==> src/rtl/counter_mod_n_pkg.sv <==
// Shared definitions for the modulo-N counter and its seven-segment decoder.
// Holds the nibble-to-segment table and the digit-count helper.
// Segment polarity: active-high, bit order {g,f,e,d,c,b,a}.
package counter_mod_n_pkg;

   // Segment codes for hex digits 0..F, active-high, {g,f,e,d,c,b,a}.
   localparam logic [6:0] SEG_TABLE [16] = '{
      7'h3F, 7'h06, 7'h5B, 7'h4F,  // 0 1 2 3
      7'h66, 7'h6D, 7'h7D, 7'h07,  // 4 5 6 7
      7'h7F, 7'h6F, 7'h77, 7'h7C,  // 8 9 A b
      7'h39, 7'h5E, 7'h79, 7'h71   // C d E F
   };

   // Number of 4-bit display digits needed to show a WIDTH-bit count.
   function automatic int digits_for(input int width);
      return (width + 3) / 4;
   endfunction

endpackage

==> src/rtl/counter_mod_n_if.sv <==
// Control/status bundle between a counter_mod_n stage and its user.
// Ports: iEn/iUp/iLoad/iLoadVal toward the counter; oQ/oTC/oWrap/oDisplay back.
// slave = counter side, master = switch/button/display side.
interface counter_mod_n_if #(
   parameter int WIDTH = 4
) ();

   localparam int DIGITS = counter_mod_n_pkg::digits_for(WIDTH);

   logic                  iEn;
   logic                  iUp;
   logic                  iLoad;
   logic [WIDTH-1:0]      iLoadVal;
   logic [WIDTH-1:0]      oQ;
   logic                  oTC;
   logic                  oWrap;
   logic [7*DIGITS-1:0]   oDisplay;

   modport slave (
      input  iEn, iUp, iLoad, iLoadVal,
      output oQ, oTC, oWrap, oDisplay
   );

   modport master (
      output iEn, iUp, iLoad, iLoadVal,
      input  oQ, oTC, oWrap, oDisplay
   );

endinterface

==> src/rtl/counter_mod_n_display7.sv <==
// display7: hex nibble to seven-segment decoder, purely combinational.
// Ports: nibble (4-bit value in), seg (7-bit segment code out).
// Polarity and bit order follow SEG_TABLE in the package.
module display7
   import counter_mod_n_pkg::*;
(
   input  logic [3:0] nibble,
   output logic [6:0] seg
);

   assign seg = SEG_TABLE[nibble];

endmodule

==> src/rtl/counter_mod_n.sv <==
// counter_mod_n: parametrised synchronous modulo-MOD up/down counter with load.
// Ports: CLK, rst (async, active-high); bus (slave) carries enable/direction/load
// in and count, terminal count, wrap pulse and seven-segment digits out.
// Optional: define COUNTER_MOD_N_SAT_EN to saturate at the limits instead of wrapping.
module counter_mod_n
   import counter_mod_n_pkg::*;
#(
   parameter int WIDTH = 4,
   parameter int MOD   = 16
) (
   input  logic           CLK,
   input  logic           rst,
   counter_mod_n_if.slave bus
);

   localparam int DIGITS = digits_for(WIDTH);

   // Largest legal count, held in WIDTH bits so MOD = 2**WIDTH never overflows.
   localparam logic [WIDTH-1:0] MAX_Q = WIDTH'(MOD - 1);
   localparam logic [WIDTH-1:0] ONE   = WIDTH'(1);

`ifdef COUNTER_MOD_N_SAT_EN
   localparam logic SAT_EN = 1'b1;
`else
   localparam logic SAT_EN = 1'b0;
`endif

   if (WIDTH < 1 || WIDTH > 16) begin : g_bad_width
      $error("counter_mod_n: WIDTH must be in 1..16");
   end
   if (MOD < 2 || MOD > (1 << WIDTH)) begin : g_bad_mod
      $error("counter_mod_n: MOD must be in 2..2**WIDTH");
   end

   logic [WIDTH-1:0] q;
   logic             wrap;
   logic             at_top;
   logic             at_bottom;

   assign at_top    = (q == MAX_Q);
   assign at_bottom = (q == '0);

   always_ff @(posedge CLK or posedge rst) begin
      if (rst) begin
         q    <= '0;
         wrap <= 1'b0;
      end else if (bus.iLoad) begin
         // Out-of-range load values clamp to the top of the sequence.
         q    <= (bus.iLoadVal > MAX_Q) ? MAX_Q : bus.iLoadVal;
         wrap <= 1'b0;
      end else if (bus.iEn) begin
         if (bus.iUp) begin
            if (at_top) begin
               q    <= SAT_EN ? MAX_Q : '0;
               wrap <= ~SAT_EN;
            end else begin
               q    <= q + ONE;
               wrap <= 1'b0;
            end
         end else begin
            if (at_bottom) begin
               q    <= SAT_EN ? '0 : MAX_Q;
               wrap <= ~SAT_EN;
            end else begin
               q    <= q - ONE;
               wrap <= 1'b0;
            end
         end
      end else begin
         wrap <= 1'b0;
      end
   end

   assign bus.oQ    = q;
   assign bus.oWrap = wrap;

   // Combinational so the next cascaded stage sees it as iEn on this same edge.
   assign bus.oTC = bus.iEn & ~bus.iLoad &
                    ((bus.iUp & at_top) | (~bus.iUp & at_bottom));

   // Zero-extend the count to whole nibbles for the top digit.
   logic [4*DIGITS-1:0] q_pad;
   logic [7*DIGITS-1:0] disp;

   assign q_pad = (4*DIGITS)'(q);

   for (genvar k = 0; k < DIGITS; k++) begin : g_digit
      display7 u_display7 (
         .nibble (q_pad[4*k +: 4]),
         .seg    (disp[7*k +: 7])
      );
   end

   assign bus.oDisplay = disp;

endmodule
==> src/flat_wrapper.sv <==
// flat-port wrapper written by rule: the top's interface ports become plain ports
module counter_mod_n_flat import counter_mod_n_pkg::*;
#(
   parameter int WIDTH = 4,
   parameter int MOD   = 16
)
  (CLK, rst, bus_iEn, bus_iUp, bus_iLoad, bus_iLoadVal, bus_oQ, bus_oTC, bus_oWrap, bus_oDisplay);
  counter_mod_n_if #(.WIDTH(WIDTH)) bus_i ();
  input  logic CLK;
  input  logic rst;
  input wire logic [$bits(bus_i.iEn)-1:0] bus_iEn;
  input wire logic [$bits(bus_i.iUp)-1:0] bus_iUp;
  input wire logic [$bits(bus_i.iLoad)-1:0] bus_iLoad;
  input wire logic [$bits(bus_i.iLoadVal)-1:0] bus_iLoadVal;
  output wire logic [$bits(bus_i.oQ)-1:0] bus_oQ;
  output wire logic [$bits(bus_i.oTC)-1:0] bus_oTC;
  output wire logic [$bits(bus_i.oWrap)-1:0] bus_oWrap;
  output wire logic [$bits(bus_i.oDisplay)-1:0] bus_oDisplay;
  assign bus_i.iEn = bus_iEn;
  assign bus_i.iUp = bus_iUp;
  assign bus_i.iLoad = bus_iLoad;
  assign bus_i.iLoadVal = bus_iLoadVal;
  assign bus_oQ = bus_i.oQ;
  assign bus_oTC = bus_i.oTC;
  assign bus_oWrap = bus_i.oWrap;
  assign bus_oDisplay = bus_i.oDisplay;
  counter_mod_n #(.WIDTH(WIDTH), .MOD(MOD)) u_core (.CLK(CLK), .rst(rst), .bus(bus_i));
endmodule
==> config.mk <==
export PLATFORM = sky130hd
export DESIGN_NAME = counter_mod_n_flat
export DESIGN_NICKNAME = d
export VERILOG_FILES = /design/src/rtl/counter_mod_n_pkg.sv /design/src/rtl/counter_mod_n_if.sv /design/src/rtl/counter_mod_n_display7.sv /design/src/rtl/counter_mod_n.sv /design/src/flat_wrapper.sv
export SDC_FILE = /design/constraint.sdc
export NUM_CORES = 1
export LEC_CHECK = 0
export CELL_PAD_IN_SITES_DETAIL_PLACEMENT = 1
export CELL_PAD_IN_SITES_GLOBAL_PLACEMENT = 2
export CORE_ASPECT_RATIO = 0.6
export CORE_MARGIN = 5
export CORE_UTILIZATION = 22
export CTS_CLUSTER_SIZE = 16
export DETAILED_ROUTE_END_ITERATION = 7
export GPL_ROUTABILITY_DRIVEN = 0
export PLACE_DENSITY = 0.76
export SETUP_SLACK_MARGIN = 0.5
export SKIP_CTS_REPAIR_TIMING = 1
export SYNTH_ARGS = -nofsm -noshare
export SYNTH_HDL_FRONTEND = slang
export SYNTH_SLANG_ARGS = --single-unit
export TNS_END_PERCENT = 50
==> constraint.sdc <==
create_clock -name CLK -period 1.85 [get_ports CLK]
set_clock_uncertainty 0.1 [all_clocks]
set_input_delay 0.555 -clock CLK [delete_from_list [all_inputs] [get_ports CLK]]
set_output_delay 0.555 -clock CLK [all_outputs]
set_load 0.05 [all_outputs]
==> results of run 1 <==
[cell families after synthesis]
group | count (synthesis) | synth area share [%]
flops | 5 | 18.9
mux | 1 | 1.52
fa+ha+maj | 9 | 17.0
buf+inv | 11 | 7.95
simple gates | 30 | 23.5
compound gates | 32 | 31.1
[worst max-delay path by stage]
stage	startpoint	to	slack, ns	depth (start not counted)
floorplan	u_core.bus.oQ[1]$_DFFE_PP0P_	bus_oTC	-0.29	5
finish	u_core.bus.oQ[0]$_DFFE_PP0P_	bus_oTC	-0.47	6
global route	u_core.bus.oQ[0]$_DFFE_PP0P_	bus_oTC	-0.52	6
global placement	bus_iUp	bus_oTC	-0.47	5
detailed placement	bus_iUp	bus_oTC	-0.52	5
CTS	u_core.bus.oQ[0]$_DFFE_PP0P_	bus_oDisplay[3]	-0.54	7
[flip-flops by register name, summed over array words and instances (netlist names)]
signal / cells
u_core.bus.oQ: 4
u_core.bus.oWrap: 1
[worst max-delay path: stages, from the launching register on]
cell and delay, ns:
dfrtp_4 0.48, buf_4 0.16, ha_1 0.17, and3_1 0.21, nand2_2 0.09, a21oi_4 0.18, buf_12 0.15
[power breakdown]
group | total [W] | switching, W | internal, W
sequential | 0.000161 | 0.0000357 | 0.000125
clock | 0.000221 | 0.0000713 | 0.000149
combinational | 0.000844 | 0.000426 | 0.000419
total | 0.00123 | 0.000533 | 0.000693
[cell type report]
type | instances | area [um2]
clock buffer | 4 | 45.0
multi-input combinational | 72 | 667
fill | 334 | 1310
tap | 42 | 52.6
timing repair buffer | 56 | 629
inverter | 5 | 31.3
sequential | 5 | 135
[per-layer routing]
metal  up-vias  GRT usage (%)
li1        425              -
met1       446           18.1
met2        19           22.1
met3         6           3.44
met4         0           7.87
met5         -              0
[Yosys cell counts]
library cell	instances	share of area, %
ha_1	9	17
nand2b_1	3	2.8
dfrtp_1	5	19
a22oi_1	1	1.1
clkbuf_1	1	0.57
a21oi_1	7	5.3
mux2i_1	1	1.5
nand2b_2	1	1.3
o221ai_1	1	1.3
and3_1	1	0.95
o311a_1	1	1.5
buf_4	2	2.3
inv_2	2	1.1
a31o_2	1	1.3
o31a_1	1	1.3
a22o_1	2	2.7
a21boi_0	1	1.1
nand4_1	1	0.95
o21ai_1	1	0.76
nor2_1	9	5.1
a31oi_1	2	1.9
nand2_1	9	5.1
o31ai_2	1	1.9
o2111ai_1	1	1.3
o21ai_0	11	8.3
nand3b_1	2	2.3
nor3b_2	1	1.9
nor3b_1	1	1.1
nor2b_1	2	1.9
a211oi_1	1	1.1
inv_1	3	1.7
buf_2	3	2.3
[per-stage QoR]
stage	hold slack [ns]	cells	setup WS, ns	total power, W
after floorplan	0.233	88	-0.289	0.000525
after global placement	0.602	172	-0.473	0.000876
after detailed placement	0.607	172	-0.522	0.000891
after CTS	0.438	176	-0.537	0.00112
after global routing	0.457	184	-0.519	0.00128
final	0.433	184	-0.470	0.00123
==> flow_summary.yaml, run 1 <==
route:
  routed_wl_um: 3250
  routedWlPerCell_um: 17.7
  firstDrtPassIters: 4
  wl_met1_um: 1470
  dr_wl_met2_um: 1570
  drt_iter0_drc: 36
  via_per_inst: 4.87
  top_layer: "met4"
  ant_nets: 0
  drc: 0
  wl_met3_um: 130
  vias: 896
floorplanning:
  die_x_um: 80.7
  dieArea_um2: 4230
  core_area_um2: 2870
  io_pins: 22
  fp-row-count: 15
  start_util_pct: 23.0
  die_h_um: 52.4
layout:
  layout.nets: 161
  insertedDiodeCount: 0
  layout-drive-gt1-share_pct: 60.6
  post-route-cell-area_um2: 1560
  layout_commonest_cell: "buf_4"
  fin_util_pct: 54.3
  area_growth_pct: 136
  mostFrequentLayoutCells: "31 x buf_4, 14 x buf_12, 8 x nor2_1"
global_routing:
  grt-ovfl-total: 0
  grt_pass1_vias: 883
  grt_first_pass_wirelength_um: 4350
  grt_start_max_net_pins: 13
  antenna_found_initial: 0
  grt_usage_pct: 14.2
critical_path:
  crit_fanout: 6
  r2r_setup_slack_ns: 0.01
  cp-start-kind: "flip-flop"
  path_class: "flip-flop to primary output"
  r2r-end: "u_core.bus.oQ[3]$_DFFE_PP0P_"
  r2r_start: "u_core.bus.oQ[0]$_DFFE_PP0P_"
  critPathArrivalTime_ns: 1.67
  critPathCaptureType: "primary output"
  r2r_cells: 7
  required_ns: 1.19
outcome:
  violations: "negative setup slack"
  run_status: "complete, but fails checks"
pwr:
  p_per_area_nw_per_um2: 786
  p_leak_nw: 0.661
  worst_ir_drop_vdd_mv: 0.309
timing:
  setup_violations: 8
  period_share_pct: 125
  fin_ws_ns: -0.470
  slew_headroom_pct: 80.5
  fin_crit_ns: 2.32
  finalHoldViolCount: 0
  tightest_slew_ns: 0.293
  fmax_ghz: 0.431
  rsz0062_at_grt: "true"
  maxSlewViolCount: 0
  tns_ns: -3.30
place:
  port_buffers: 21
  hpwlAfterDp_um: 2210
  dpl_cell_area_um2: 1330
cts:
  numCtsBuffers: 3
  clk_pin_slew_ns: 0.04
  clk_latency_ns: 0.23
  htreeDepth: 1
  root_buffer: "clkbuf_8"
  cts_sinks: 5
  cts_tree: "done"
  cts.path.max_buffers: 2
synth:
  netlist_area_um2: 661
  synthDistinctLibCells: 32
  ys_seq_area_share_pct: 18.9
  syn_avg_cell_area_um2: 7.51
  postSynthCellCount: 88
  syn_nets: 106
  synth_seq_cells: 5
  synth-warning-count: 0
hold_path:
  hold_class: "input port to asynchronous set/reset pin"
flow_run:
  max-cap-violations: 0
Note: power is estimated with default switching activity, not from simulation.
==> inputs of run 2 (changes only) <==
Settings changed: RECOVER_POWER set to 50.
==> flow_summary.yaml, run 2 (same netlist as run 1, synthesis figures left out) <==
timing:
  tightest_slew_ns: 0.508
  hold_ws_ns: 0.570
  period_share_pct: 125
  fin_ws_ns: -0.470
  fin_crit_ns: 2.32
  slew_headroom_pct: 66.1
  tns_ns: -3.30
  maxSlewViolCount: 0
  rsz0062_at_grt: "true"
  setup_violations: 8
  finalHoldViolCount: 0
  fmax_ghz: 0.431
route:
  drc: 0
  drt_iter0_drc: 36
  via_per_inst: 4.85
  routed_wl_um: 3250
  routedWlPerCell_um: 17.7
  ant_nets: 0
  firstDrtPassIters: 4
  vias: 892
layout:
  layout-drive-gt1-share_pct: 59.9
  insertedDiodeCount: 0
  mostFrequentLayoutCells: "31 x buf_4, 13 x buf_12, 8 x nor2_1"
  post-route-cell-area_um2: 1550
  layout_commonest_cell: "buf_4"
  largest_reg_flops: 4
  nFillCells: 334
  area_growth_pct: 135
  layout.nets: 161
global_routing:
  grt_usage_pct: 14.2
  grt_pass1_vias: 883
  grt_start_max_net_pins: 13
  antenna_found_initial: 0
  grt_first_pass_wirelength_um: 4350
  grt-ovfl-total: 0
floorplanning:
  core_area_um2: 2870
  fp-row-count: 15
  start_util_pct: 23.0
  dieArea_um2: 4230
  die_h_um: 52.4
  die_x_um: 80.7
  io_pins: 22
place:
  dpl_cell_area_um2: 1330
  port_buffers: 21
  hpwlAfterDp_um: 2210
critical_path:
  r2r-end: "u_core.bus.oQ[3]$_DFFE_PP0P_"
  cp-start-kind: "flip-flop"
  crit_fanout: 6
  path_class: "flip-flop to primary output"
  required_ns: 1.19
  critPathCaptureType: "primary output"
  r2r_setup_slack_ns: 0.01
  startpoint: "u_core.bus.oQ[1]$_DFFE_PP0P_"
  critPathArrivalTime_ns: 1.66
  crit_end: "bus_oTC"
  r2r_start: "u_core.bus.oQ[0]$_DFFE_PP0P_"
  r2r_cells: 7
cts:
  cts_tree: "done"
  clk_latency_ns: 0.23
  root_buffer: "clkbuf_8"
  cts_sinks: 5
  clk_pin_slew_ns: 0.04
  htreeDepth: 1
  cts.path.max_buffers: 2
  numCtsBuffers: 3
outcome:
  violations: "negative setup slack"
  run_status: "complete, but fails checks"
flow_run:
  max-cap-violations: 0
pwr:
  p_per_area_nw_per_um2: 788
  worst_ir_drop_vdd_mv: 0.308
  p_leak_nw: 0.675
hold_path:
  hold_class: "input port to asynchronous set/reset pin"
## run 2: changes by cell type in the layout (fill, tap and decap cells not counted)
cell and change:
buf_12 -1, clkdlybuf4s50_1 -1, dlygate4sd3_1 +1, dlymetal6s2s_1 +1
## run 2: final cells by class
class	instances	area, um2	share of cell area (%)
timing repair buffer	56	622	40.0
sequential	5	135	8.70
clock buffer	4	45.0	2.90
inverter	5	31.3	2.01
tap	42	52.6	3.38
multi-input combinational	72	667	42.9
## run 2: layer usage
layer / global-route usage (%) / wire, um / vias to the layer above
met2: 22.1 / 1560 / 19
met1: 18.1 / 1490 / 442
met5: 0 / 0 / -
met4: 7.87 / 81 / 0
met3: 3.44 / 121 / 6
li1: - / - / 425
## run 2: worst max-delay path, stage by stage, from the launching register on
cell,delay (ns)
dfrtp_4,0.47
buf_6,0.16
ha_1,0.17
and3_1,0.21
nand2_2,0.09
a21oi_4,0.18
buf_12,0.15
## run 2: worst min-delay path by stage
stage	cells after the start	endpoint	slack, ns	start
after floorplan	1	u_core.bus.oWrap$_DFF_PP0_	0.23	rst
after global placement	2	u_core.bus.oWrap$_DFF_PP0_	0.60	u_core.bus.oQ[3]$_DFFE_PP0P_
after detailed placement	2	u_core.bus.oWrap$_DFF_PP0_	0.61	u_core.bus.oQ[3]$_DFFE_PP0P_
after CTS	2	u_core.bus.oWrap$_DFF_PP0_	0.44	rst
after global routing	2	u_core.bus.oWrap$_DFF_PP0_	0.59	rst
final	2	u_core.bus.oWrap$_DFF_PP0_	0.57	rst
## run 2: stage by stage
stage	total power (W)	instances	util (%)	setup WS [ns]
finish	0.00122	184	54.1	-0.470
CTS	0.00112	176	47.9	-0.537
detailed placement	0.000891	172	46.3	-0.522
global route	0.00128	184	54.1	-0.519
floorplan	0.000525	88	-	-0.289
global placement	0.000876	172	46.3	-0.473
## run 2: report_power, final
part	switching [W]	total [W]	internal, W	leakage (nW)
sequential	0.0000354	0.000161	0.000125	0.0577
combinational	0.000426	0.000843	0.000417	0.594
clock	0.0000713	0.000221	0.000149	0.0228
